<file path="config.mk">
export PLATFORM = sky130hd
export DESIGN_NAME = fetch_unit_flat
export DESIGN_NICKNAME = d
export VERILOG_FILES = /design/src/rtl/fetch_unit_if.sv /design/src/rtl/fetch_unit.sv /design/src/flat_wrapper.sv
export SDC_FILE = /design/constraint.sdc
export NUM_CORES = 1
export LEC_CHECK = 0
export BUFFER_PORTS_ARGS = -buffer_cell sky130_fd_sc_hd__buf_4
export CAP_MARGIN = 20
export CORE_MARGIN = 3
export CORE_UTILIZATION = 42
export CTS_CLUSTER_SIZE = 8
export DETAILED_ROUTE_END_ITERATION = 16
export HOLD_SLACK_MARGIN = 0.12
export PLACE_DENSITY = 0.7
export SLEW_MARGIN = 25
export SYNTH_ARGS = -nofsm -noshare
export SYNTH_HDL_FRONTEND = slang
export SYNTH_SLANG_ARGS = --single-unit
</file>
<file path="constraint.sdc">
create_clock -name Clk -period 2 [get_ports Clk]
set_clock_uncertainty 0.05 [all_clocks]
set_input_delay 0.4 -clock Clk [delete_from_list [all_inputs] [get_ports Clk]]
set_output_delay 0.4 -clock Clk [all_outputs]
set_load 0.1 [all_outputs]
</file>
<file path="src/rtl/fetch_unit_if.sv">
// Instruction RAM port between fetch_unit (master) and the instruction RAM (slave).
interface fetch_unit_if #(
    parameter int ADDR_W  = 16,
    parameter int INSTR_W = 32
);
    logic               Enable;
    logic               RW_ram;
    logic [ADDR_W-1:0]  Address_out;
    logic [INSTR_W-1:0] Out;

    modport master (output Enable, output RW_ram, output Address_out, input Out);
    modport slave  (input Enable, input RW_ram, input Address_out, output Out);
endinterface

</file>
<file path="src/rtl/fetch_unit.sv">
// Three-cycle instruction fetch unit (FETCH -> WAIT -> ISSUE) with branch redirect and stall.
// Optional FETCH_HALT_EN: the all-ones instruction word parks the unit in HALT.
module fetch_unit #(
    parameter int ADDR_W  = 16,
    parameter int INSTR_W = 32
) (
    input  logic               Clk,
    input  logic               Reset,
    fetch_unit_if.master       ram,
    input  logic               branch_valid,
    input  logic [ADDR_W-1:0]  branch_target,
    input  logic               stall,
    output logic               instr_valid,
    output logic [INSTR_W-1:0] instruction,
    output logic [ADDR_W-1:0]  pc,
    output logic [3:0]         Cond,
    output logic [3:0]         OpCode,
    output logic               S,
    output logic [3:0]         destination,
    output logic [3:0]         source_2,
    output logic [3:0]         source_1,
    output logic [4:0]         IV_ShiftRor,
    output logic [15:0]        IV_Mov,
    output logic [15:0]        issue_count,
    output logic               halted
);

    typedef enum logic [1:0] {
        ST_FETCH = 2'd0,
        ST_WAIT  = 2'd1,
        ST_ISSUE = 2'd2,
        ST_HALT  = 2'd3
    } state_t;

    localparam logic [ADDR_W-1:0] PC_ONE  = {{(ADDR_W-1){1'b0}}, 1'b1};
    localparam logic [15:0]       CNT_ONE = 16'd1;

`ifdef FETCH_HALT_EN
    function automatic logic is_halt_word(input logic [INSTR_W-1:0] word);
        return &word;
    endfunction
`endif

    state_t             state_q,  state_d;
    logic [ADDR_W-1:0]  fpc_q,    fpc_d;
    logic [INSTR_W-1:0] ir_q,     ir_d;
    logic [ADDR_W-1:0]  ir_pc_q,  ir_pc_d;
    logic [15:0]        cnt_q,    cnt_d;
    logic               enable_q, enable_d;
    logic [ADDR_W-1:0]  addr_q,   addr_d;
    logic               valid_q,  valid_d;
    logic               halted_q, halted_d;

    // Next-state, program counter, instruction register and issue counter.
    always_comb begin
        state_d = state_q;
        fpc_d   = fpc_q;
        ir_d    = ir_q;
        ir_pc_d = ir_pc_q;
        cnt_d   = cnt_q;
        case (state_q)
            ST_FETCH: begin
                // Leaving FETCH needs a strobe actually issued; right after reset none was.
                if (branch_valid) begin
                    fpc_d   = branch_target;
                    state_d = ST_FETCH;
                end else if (enable_q) begin
                    state_d = ST_WAIT;
                end else begin
                    state_d = ST_FETCH;
                end
            end
            ST_WAIT: begin
                if (branch_valid) begin
                    fpc_d   = branch_target;
                    state_d = ST_FETCH;
                end else begin
                    ir_d    = ram.Out;
                    ir_pc_d = fpc_q;
                    state_d = ST_ISSUE;
                end
            end
            ST_ISSUE: begin
                if (branch_valid) begin
                    fpc_d   = branch_target;
                    state_d = ST_FETCH;
                end else if (stall) begin
                    state_d = ST_ISSUE;
                end else begin
                    cnt_d = cnt_q + CNT_ONE;
`ifdef FETCH_HALT_EN
                    if (is_halt_word(ir_q)) begin
                        state_d = ST_HALT;
                    end else begin
                        fpc_d   = fpc_q + PC_ONE;
                        state_d = ST_FETCH;
                    end
`else
                    fpc_d   = fpc_q + PC_ONE;
                    state_d = ST_FETCH;
`endif
                end
            end
            ST_HALT: begin
`ifdef FETCH_HALT_EN
                if (branch_valid) begin
                    fpc_d   = branch_target;
                    state_d = ST_FETCH;
                end else begin
                    state_d = ST_HALT;
                end
`else
                state_d = ST_FETCH;
`endif
            end
            default: begin
                state_d = ST_FETCH;
            end
        endcase
    end

    // Registered output values decoded from the state being entered.
    always_comb begin
        enable_d = 1'b0;
        addr_d   = addr_q;
        valid_d  = 1'b0;
        halted_d = 1'b0;
        if (state_d == ST_FETCH) begin
            enable_d = 1'b1;
            addr_d   = fpc_d;
        end else begin
            enable_d = 1'b0;
            addr_d   = addr_q;
        end
        if (state_d == ST_ISSUE) begin
            valid_d = 1'b1;
        end else begin
            valid_d = 1'b0;
        end
`ifdef FETCH_HALT_EN
        if (state_d == ST_HALT) begin
            halted_d = 1'b1;
        end else begin
            halted_d = 1'b0;
        end
`else
        halted_d = 1'b0;
`endif
    end

    // State and output registers with synchronous active-low reset.
    always_ff @(posedge Clk) begin
        if (!Reset) begin
            state_q  <= ST_FETCH;
            fpc_q    <= {ADDR_W{1'b0}};
            ir_q     <= {INSTR_W{1'b0}};
            ir_pc_q  <= {ADDR_W{1'b0}};
            cnt_q    <= 16'h0000;
            enable_q <= 1'b0;
            addr_q   <= {ADDR_W{1'b0}};
            valid_q  <= 1'b0;
            halted_q <= 1'b0;
        end else begin
            state_q  <= state_d;
            fpc_q    <= fpc_d;
            ir_q     <= ir_d;
            ir_pc_q  <= ir_pc_d;
            cnt_q    <= cnt_d;
            enable_q <= enable_d;
            addr_q   <= addr_d;
            valid_q  <= valid_d;
            halted_q <= halted_d;
        end
    end

    // Strobes are also forced quiet while Reset is low, so an access in flight is dropped at once.
    assign ram.Enable      = enable_q & Reset;
    assign ram.RW_ram      = 1'b1;
    assign ram.Address_out = Reset ? addr_q : {ADDR_W{1'b0}};
    assign instr_valid     = valid_q & Reset;
    assign halted          = halted_q & Reset;

    assign instruction = ir_q;
    assign pc          = ir_pc_q;
    assign issue_count = cnt_q;

    assign Cond        = ir_q[31:28];
    assign OpCode      = ir_q[27:24];
    assign S           = ir_q[23];
    assign destination = ir_q[22:19];
    assign source_2    = ir_q[18:15];
    assign source_1    = ir_q[14:11];
    assign IV_ShiftRor = ir_q[10:6];
    assign IV_Mov      = ir_q[18:3];

endmodule

</file>
<file path="src/flat_wrapper.sv">
// flat-port wrapper written by rule: the top's interface ports become plain ports
module fetch_unit_flat 
#(
    parameter int ADDR_W  = 16,
    parameter int INSTR_W = 32
)
  (Clk, Reset, branch_valid, branch_target, stall, instr_valid, instruction, pc, Cond, OpCode, S, destination, source_2, source_1, IV_ShiftRor, IV_Mov, issue_count, halted, ram_Enable, ram_RW_ram, ram_Address_out, ram_Out);
  fetch_unit_if #(.ADDR_W(ADDR_W), .INSTR_W(INSTR_W)) ram_i ();
  input  logic Clk;
  input  logic Reset;
  input  logic branch_valid;
  input  logic [ADDR_W-1:0] branch_target;
  input  logic stall;
  output logic instr_valid;
  output logic [INSTR_W-1:0] instruction;
  output logic [ADDR_W-1:0] pc;
  output logic [3:0] Cond;
  output logic [3:0] OpCode;
  output logic S;
  output logic [3:0] destination;
  output logic [3:0] source_2;
  output logic [3:0] source_1;
  output logic [4:0] IV_ShiftRor;
  output logic [15:0] IV_Mov;
  output logic [15:0] issue_count;
  output logic halted;
  output wire logic [$bits(ram_i.Enable)-1:0] ram_Enable;
  output wire logic [$bits(ram_i.RW_ram)-1:0] ram_RW_ram;
  output wire logic [$bits(ram_i.Address_out)-1:0] ram_Address_out;
  input wire logic [$bits(ram_i.Out)-1:0] ram_Out;
  assign ram_Enable = ram_i.Enable;
  assign ram_RW_ram = ram_i.RW_ram;
  assign ram_Address_out = ram_i.Address_out;
  assign ram_i.Out = ram_Out;
  fetch_unit #(.ADDR_W(ADDR_W), .INSTR_W(INSTR_W)) u_core (.Clk(Clk), .Reset(Reset), .ram(ram_i), .branch_valid(branch_valid), .branch_target(branch_target), .stall(stall), .instr_valid(instr_valid), .instruction(instruction), .pc(pc), .Cond(Cond), .OpCode(OpCode), .S(S), .destination(destination), .source_2(source_2), .source_1(source_1), .IV_ShiftRor(IV_ShiftRor), .IV_Mov(IV_Mov), .issue_count(issue_count), .halted(halted));
endmodule
</file>
==> results.toml, run 1 <==
[timing]
hold_violations = 0
period_minus_slack_ns = 1.93
drv_slew = 0
tightest_slew_ns = 0.640
setup_violations = 0
setup_slack_ns = 0.0707
grt_setup_unrepaired = "false"
slew_headroom = 0.569
holdWs_ns = 0.263
post-route-period-util = 0.965
max_clock_freq_mhz = 518

[clocking]
htree_num_levels = 3
clock-sinks = 100
post_cts_buffers = 0
clk_latency_ns = 0.34
cts_tree = "yes"
ctsHoldBuffers = 0
cts_repair_resize_count = 0
cts_root_buffer = "clkbuf_16"
clk_pin_slew_worst_paths_ns = 0.07
cts_made_buffers = 9
clk_path_buf_depth = 2

[pwr]
swShare = 0.300
peakVddDrop_mv = 0.477
p_per_area_nw_per_um2 = 746
combPwrFrac = 0.178
p_seq_frac = 0.447
p_int_uw = 3310
p_switching_uw = 1420
clockPowerShare = 0.375
power.leakage_uw = 0.00273

[yosys]
synthAdderAreaFrac = 0.00525
synth_xor_area_frac = 0.0331
ys_types = 51
netlist_area_sq_um = 4760
syn_inst = 559
ys_top_cells_by_count = "nand2_1, dfxtp_1, a21boi_0"
synth_top_family_by_area = "simple AND/OR/NAND/NOR gates"
synth_compound_area_frac = 0.163
ys_ff_latch = 100
synth.top_cells.by_area = "dfxtp_1, nand2_1, a21boi_0, buf_4, and2_1"
synth.area.mux_share = 0.0273
syn_nets = 613
yosys.area_share.simple = 0.243
ys_warn_count = 0
synthFlopType = "dfxtp_1"
yosys.area.top_type_share = 0.420
syn-mean-instance-area_sq_um = 8.52
async_flop_share = 0
synth_edf_count = 0
synth_area_leader_cell = "dfxtp_1"
synth_most_common_cell = "nand2_1"
ys_seq_area_frac = 0.420

[grt]
first_global_vias = 4188
antenna_found_initial = 0
grt_overflow = 0
grtUsageTotal = 0.197
grt_pass1_wl_mm = 20.6
grt_max_degree = 49

[place]
dpl_cell_area_sq_um = 6030
portBuffers = 175
pre_cts_ws_ns = 0.0470
gp_congestion = 0.923
hpwl_mm = 9.35

[min_path]
min-delay-start = "ram_Out[3]"
hold_depth = 3
hold_end = "u_core.instruction[3]"
hp-class = "in2reg"

[setup_path]
r2r_start = "u_core.state_q[1]"
ff2ff_setup_slack_ns = 0.07
r2r_cells = 6
cpPeakStageDelay_ns = 0.54
cp.depth = 6
critPathSlowestCell = "dfxtp_1"
cp_data_required_time_ns = 2.19
worstPathArrival_ns = 2.12
r2r_end = "u_core.addr_q[1]"
path_max_fanout = 10
critPathBufInv = 2
crit_family = "compound AO/OA/AOI/OAI gates"
start_kind = "register"
worstSetupPathType = "reg2reg"
cp-end-kind = "register"
path_cells = "buf_4 > o21ai_0 > buf_4 > a21oi_1 > o21ai_0 > o21ba_2"

[floorplan]
pin_count = 178
chipHeight_microns = 113
row_count = 38
core_sq_um = 11000
initial_utilization = 0.434
die_area_sq_um = 12700
die-width_microns = 113

[cells_and_area]
final_nets = 749
layout-drive-gt1-share = 0.364
final_area_sq_um = 6340
area_growth_syn_to_layout_pct = 33.1
antenna_cells = 0

[route]
drt_iter0_drc = 282
vias = 4198
avgRoutedWirePerCell_microns = 15.1
drc = 0
vias_per_cell = 5.00
routed_wl_mm = 12.6
first_pass_iters = 4
postRouteAntennaNets = 0

[run_status]
status = "finished clean"

[run]
maxCapViolCount = 0
power groups by stage:
stage	Combinational [uW]	Clock [uW]	Sequential, uW
6_report	843	1770	2110
2_1_floorplan	509	0	2250
3_3_place_gp	835	0	2150
5_1_grt	889	1910	2120
3_5_place_dp	842	0	2150
4_1_cts	845	1830	2110
metrics by stage:
stage	utilization	cells	power (uW)	setup TNS [ns]
2_1_floorplan	-	559	2760	-0.00706
3_5_place_dp	0.549	824	3000	0
4_1_cts	0.577	840	4780	0
6_report	0.577	840	4730	0
3_3_place_gp	0.549	824	2990	0
5_1_grt	0.577	840	4920	0
metal layers:
metal / GRT usage / vias up / wire length [microns]
met1: 0.269 / 1896 / 5810
met5: 0 / - / 0
met4: 0.0721 / 0 / 247
li1: - / 2120 / -
met2: 0.306 / 161 / 5810
met3: 0.0420 / 21 / 779
layout by cell type, fill, tap and decap left out, types with 3 or more instances in the layout:
cell type | Yosys | layout
nor3_1 | 9 | 9
and2_2 | 0 | 6
dfxtp_1 | 100 | 88
dfxtp_2 | 0 | 12
nand3b_1 | 4 | 4
inv_1 | 7 | 7
mux2i_1 | 4 | 4
nor2_1 | 15 | 14
o31ai_1 | 4 | 4
or2_2 | 4 | 4
nand2b_1 | 5 | 5
a211oi_1 | 6 | 6
nand2_1 | 112 | 112
clkinv_4 | 0 | 3
and3_1 | 7 | 7
a21boi_0 | 49 | 49
and4_1 | 6 | 6
nor2b_1 | 10 | 10
o21ai_0 | 12 | 12
o21a_1 | 3 | 3
xnor2_1 | 9 | 9
o211ai_1 | 3 | 3
a31oi_1 | 3 | 3
a21oi_1 | 14 | 14
nand4_1 | 10 | 10
clkbuf_16 | 0 | 9
mux2_2 | 8 | 8
xor2_1 | 9 | 9
and2_1 | 34 | 28
nand3_1 | 10 | 10
buf_4 | 46 | 200
worst max path at each step:
stage	start	to	slack, ns
6_report	u_core.state_q[1]	u_core.addr_q[1]	0.07
5_1_grt	u_core.state_q[1]	u_core.instruction[17]	0.009
4_1_cts	u_core.state_q[1]	u_core.addr_q[1]	0.12
3_5_place_dp	stall	u_core.addr_q[10]	0.05
3_3_place_gp	stall	u_core.addr_q[10]	0.07
2_1_floorplan	u_core.issue_count[12]	u_core.issue_count[15]	-0.007
cells by family after synthesis:
logic type / Yosys count
AO/OA/AOI/OAI: 109
XOR/XNOR: 18
adder cells (fa/ha/maj): 2
buffers and inverters: 84
flip-flops: 100
multiplexers: 12
other: 2
AND/OR/NAND/NOR: 232
registers in the layout, indices dropped and copies added (netlist names):
signal and flops:
u_core.state_q 2, u_core.issue_count 16, u_core.addr_q 16, u_core.valid_q 1
u_core.instruction 32, u_core.pc 16, u_core.fpc_q 16, u_core.enable_q 1
area by class of cell:
class | instances | area, sq um
flip-flops and latches | 100 | 2020
clock buffers | 9 | 225
well taps | 140 | 175
clock inverters | 7 | 86.3
multi-input cells | 375 | 2270
inverters | 7 | 26.3
fillers | 953 | 4640
repair buffers | 202 | 1540
tightest hold or removal path, stage by stage:
cell	delay, ns
buf_4	0.11
nand2_1	0.04
a21boi_0	0.06
No activity file was read; power rests on OpenSTA's default activity.
==> run 2, diff against run 1 <==
Settings changed: CORE_ASPECT_RATIO from default to 0.6.
==> results.toml, run 2 (synthesis gave the netlist of run 1 again) <==
[run_status]
status = "finished clean"

[place]
hpwl_mm = 10.2
dpl_cell_area_sq_um = 6090
portBuffers = 175
gp_congestion = 0.900

[cells_and_area]
final_nets = 756
largest_register_ffs = 32
layout-drive-gt1-share = 0.375
antenna_cells = 0
final_util = 0.593
mostFrequentLayoutCell = "buf_4"
area_growth_syn_to_layout_pct = 34.5
final_cell_mix = "buf_4, nand2_1, dfxtp_1"
final_area_sq_um = 6410

[floorplan]
initial_utilization = 0.441
pin_count = 178
die_area_sq_um = 12700
core_sq_um = 10800
chipHeight_microns = 88.5
row_count = 29
die-width_microns = 144

[timing]
hold_violations = 0
fin_tns_setup_ns = 0
grt_setup_unrepaired = "false"
period_minus_slack_ns = 1.85
setup_violations = 0
post-route-period-util = 0.924
holdWs_ns = 0.257
drv_slew = 0
max_clock_freq_mhz = 541

[setup_path]
cp-end-kind = "register"
worstSetupPathType = "reg2reg"
start_kind = "register"
path_max_fanout = 7
worstPathArrival_ns = 2.04
cp_data_required_time_ns = 2.19

[grt]
grt_pass1_wl_mm = 21.0
grt_max_degree = 49
grtUsageTotal = 0.209
first_global_vias = 4092
antenna_found_initial = 0
grt_overflow = 0

[route]
vias = 4347
routed_wl_mm = 13.4
first_pass_iters = 6
avgRoutedWirePerCell_microns = 15.8
postRouteAntennaNets = 0
vias_per_cell = 5.14
drt_iter0_drc = 243
drc = 0

[pwr]
p_seq_frac = 0.443
clockPowerShare = 0.377
swShare = 0.305
p_int_uw = 3320
p_switching_uw = 1460
peakVddDrop_mv = 0.472
p_per_area_nw_per_um2 = 745
combPwrFrac = 0.180
power.leakage_uw = 0.00277

[clocking]
post_cts_buffers = 0
clk_pin_slew_worst_paths_ns = 0.08
ctsHoldBuffers = 0
clk_path_buf_depth = 2
cts_tree = "yes"
cts_made_buffers = 9
clock-sinks = 100
htree_num_levels = 3
clk_latency_ns = 0.34
cts_root_buffer = "clkbuf_16"

[min_path]
hp-class = "in2reg"

[run]
maxCapViolCount = 0
==> run 2: changes by cell type in the layout (fill, tap and decap cells not counted), sizes merged <==
cell and delta:
clkinv -2, buf +7, inv +2
==> run 2: path summary, 6_finish.rpt <==
path	slack, ns	start	end	depth (start not counted)
hold / removal	0.26	ram_Out[26]	u_core.instruction[26]	3
setup / recovery	0.15	u_core.fpc_q[7]	u_core.addr_q[8]	6
hold reg to reg	0.41	u_core.pc[13]	u_core.pc[13]	2
setup reg to reg	0.15	u_core.fpc_q[7]	u_core.addr_q[8]	6
==> run 2: metrics by stage <==
stage	std cells	power (uW)	worst slack, ns
5_1_grt	846	4950	0.0149
3_3_place_gp	830	3010	0.0652
3_5_place_dp	830	3020	0.0577
4_1_cts	846	4810	0.0996
2_1_floorplan	559	2760	-0.00706
6_report	846	4770	0.153
==> run 2: layer usage <==
| metal | vias up | part of all wire | wire, microns | GRT usage |
|---|---|---|---|---|
| met5 | - | 0 | 0 | 0 |
| met4 | 0 | 0.0092 | 123 | 0.0444 |
| met3 | 10 | 0.085 | 1130 | 0.0680 |
| met2 | 174 | 0.42 | 5570 | 0.302 |
| met1 | 2035 | 0.49 | 6540 | 0.305 |
| li1 | 2128 | - | - | - |
==> run 2: layout make-up <==
cell class,instances,area [sq um]
clock inverter,7,81.3
tap,139,174
timing repair buffer,209,1610
clock buffer,9,225
inverter,7,26.3
fill,972,4410
multi-input combinational,375,2280
sequential,100,2020
==> run 2: worst max-delay path, cell delays in order, from the launching register on <==
cell and delay [ns]:
dfxtp_1 0.53, inv_1 0.10, nor3_1 0.24, xor2_1 0.10, a222oi_1 0.46, buf_4 0.20
a21oi_1 0.05
==> run 2: timing repair <==
action | 4_1_cts | 5_1_grt
hold endpoints to repair | 0 | 0
resized for setup | 0 | 4
setup endpoints to repair | 0 | 7
==> run 2: power groups by stage <==
| stage | sequential, uW | clock, uW | combinational [uW] |
|---|---|---|---|
| 4_1_cts | 2110 | 1830 | 861 |
| 6_report | 2110 | 1800 | 861 |
| 3_5_place_dp | 2160 | 0 | 859 |
| 2_1_floorplan | 2250 | 0 | 509 |
| 3_3_place_gp | 2160 | 0 | 855 |
| 5_1_grt | 2120 | 1920 | 909 |
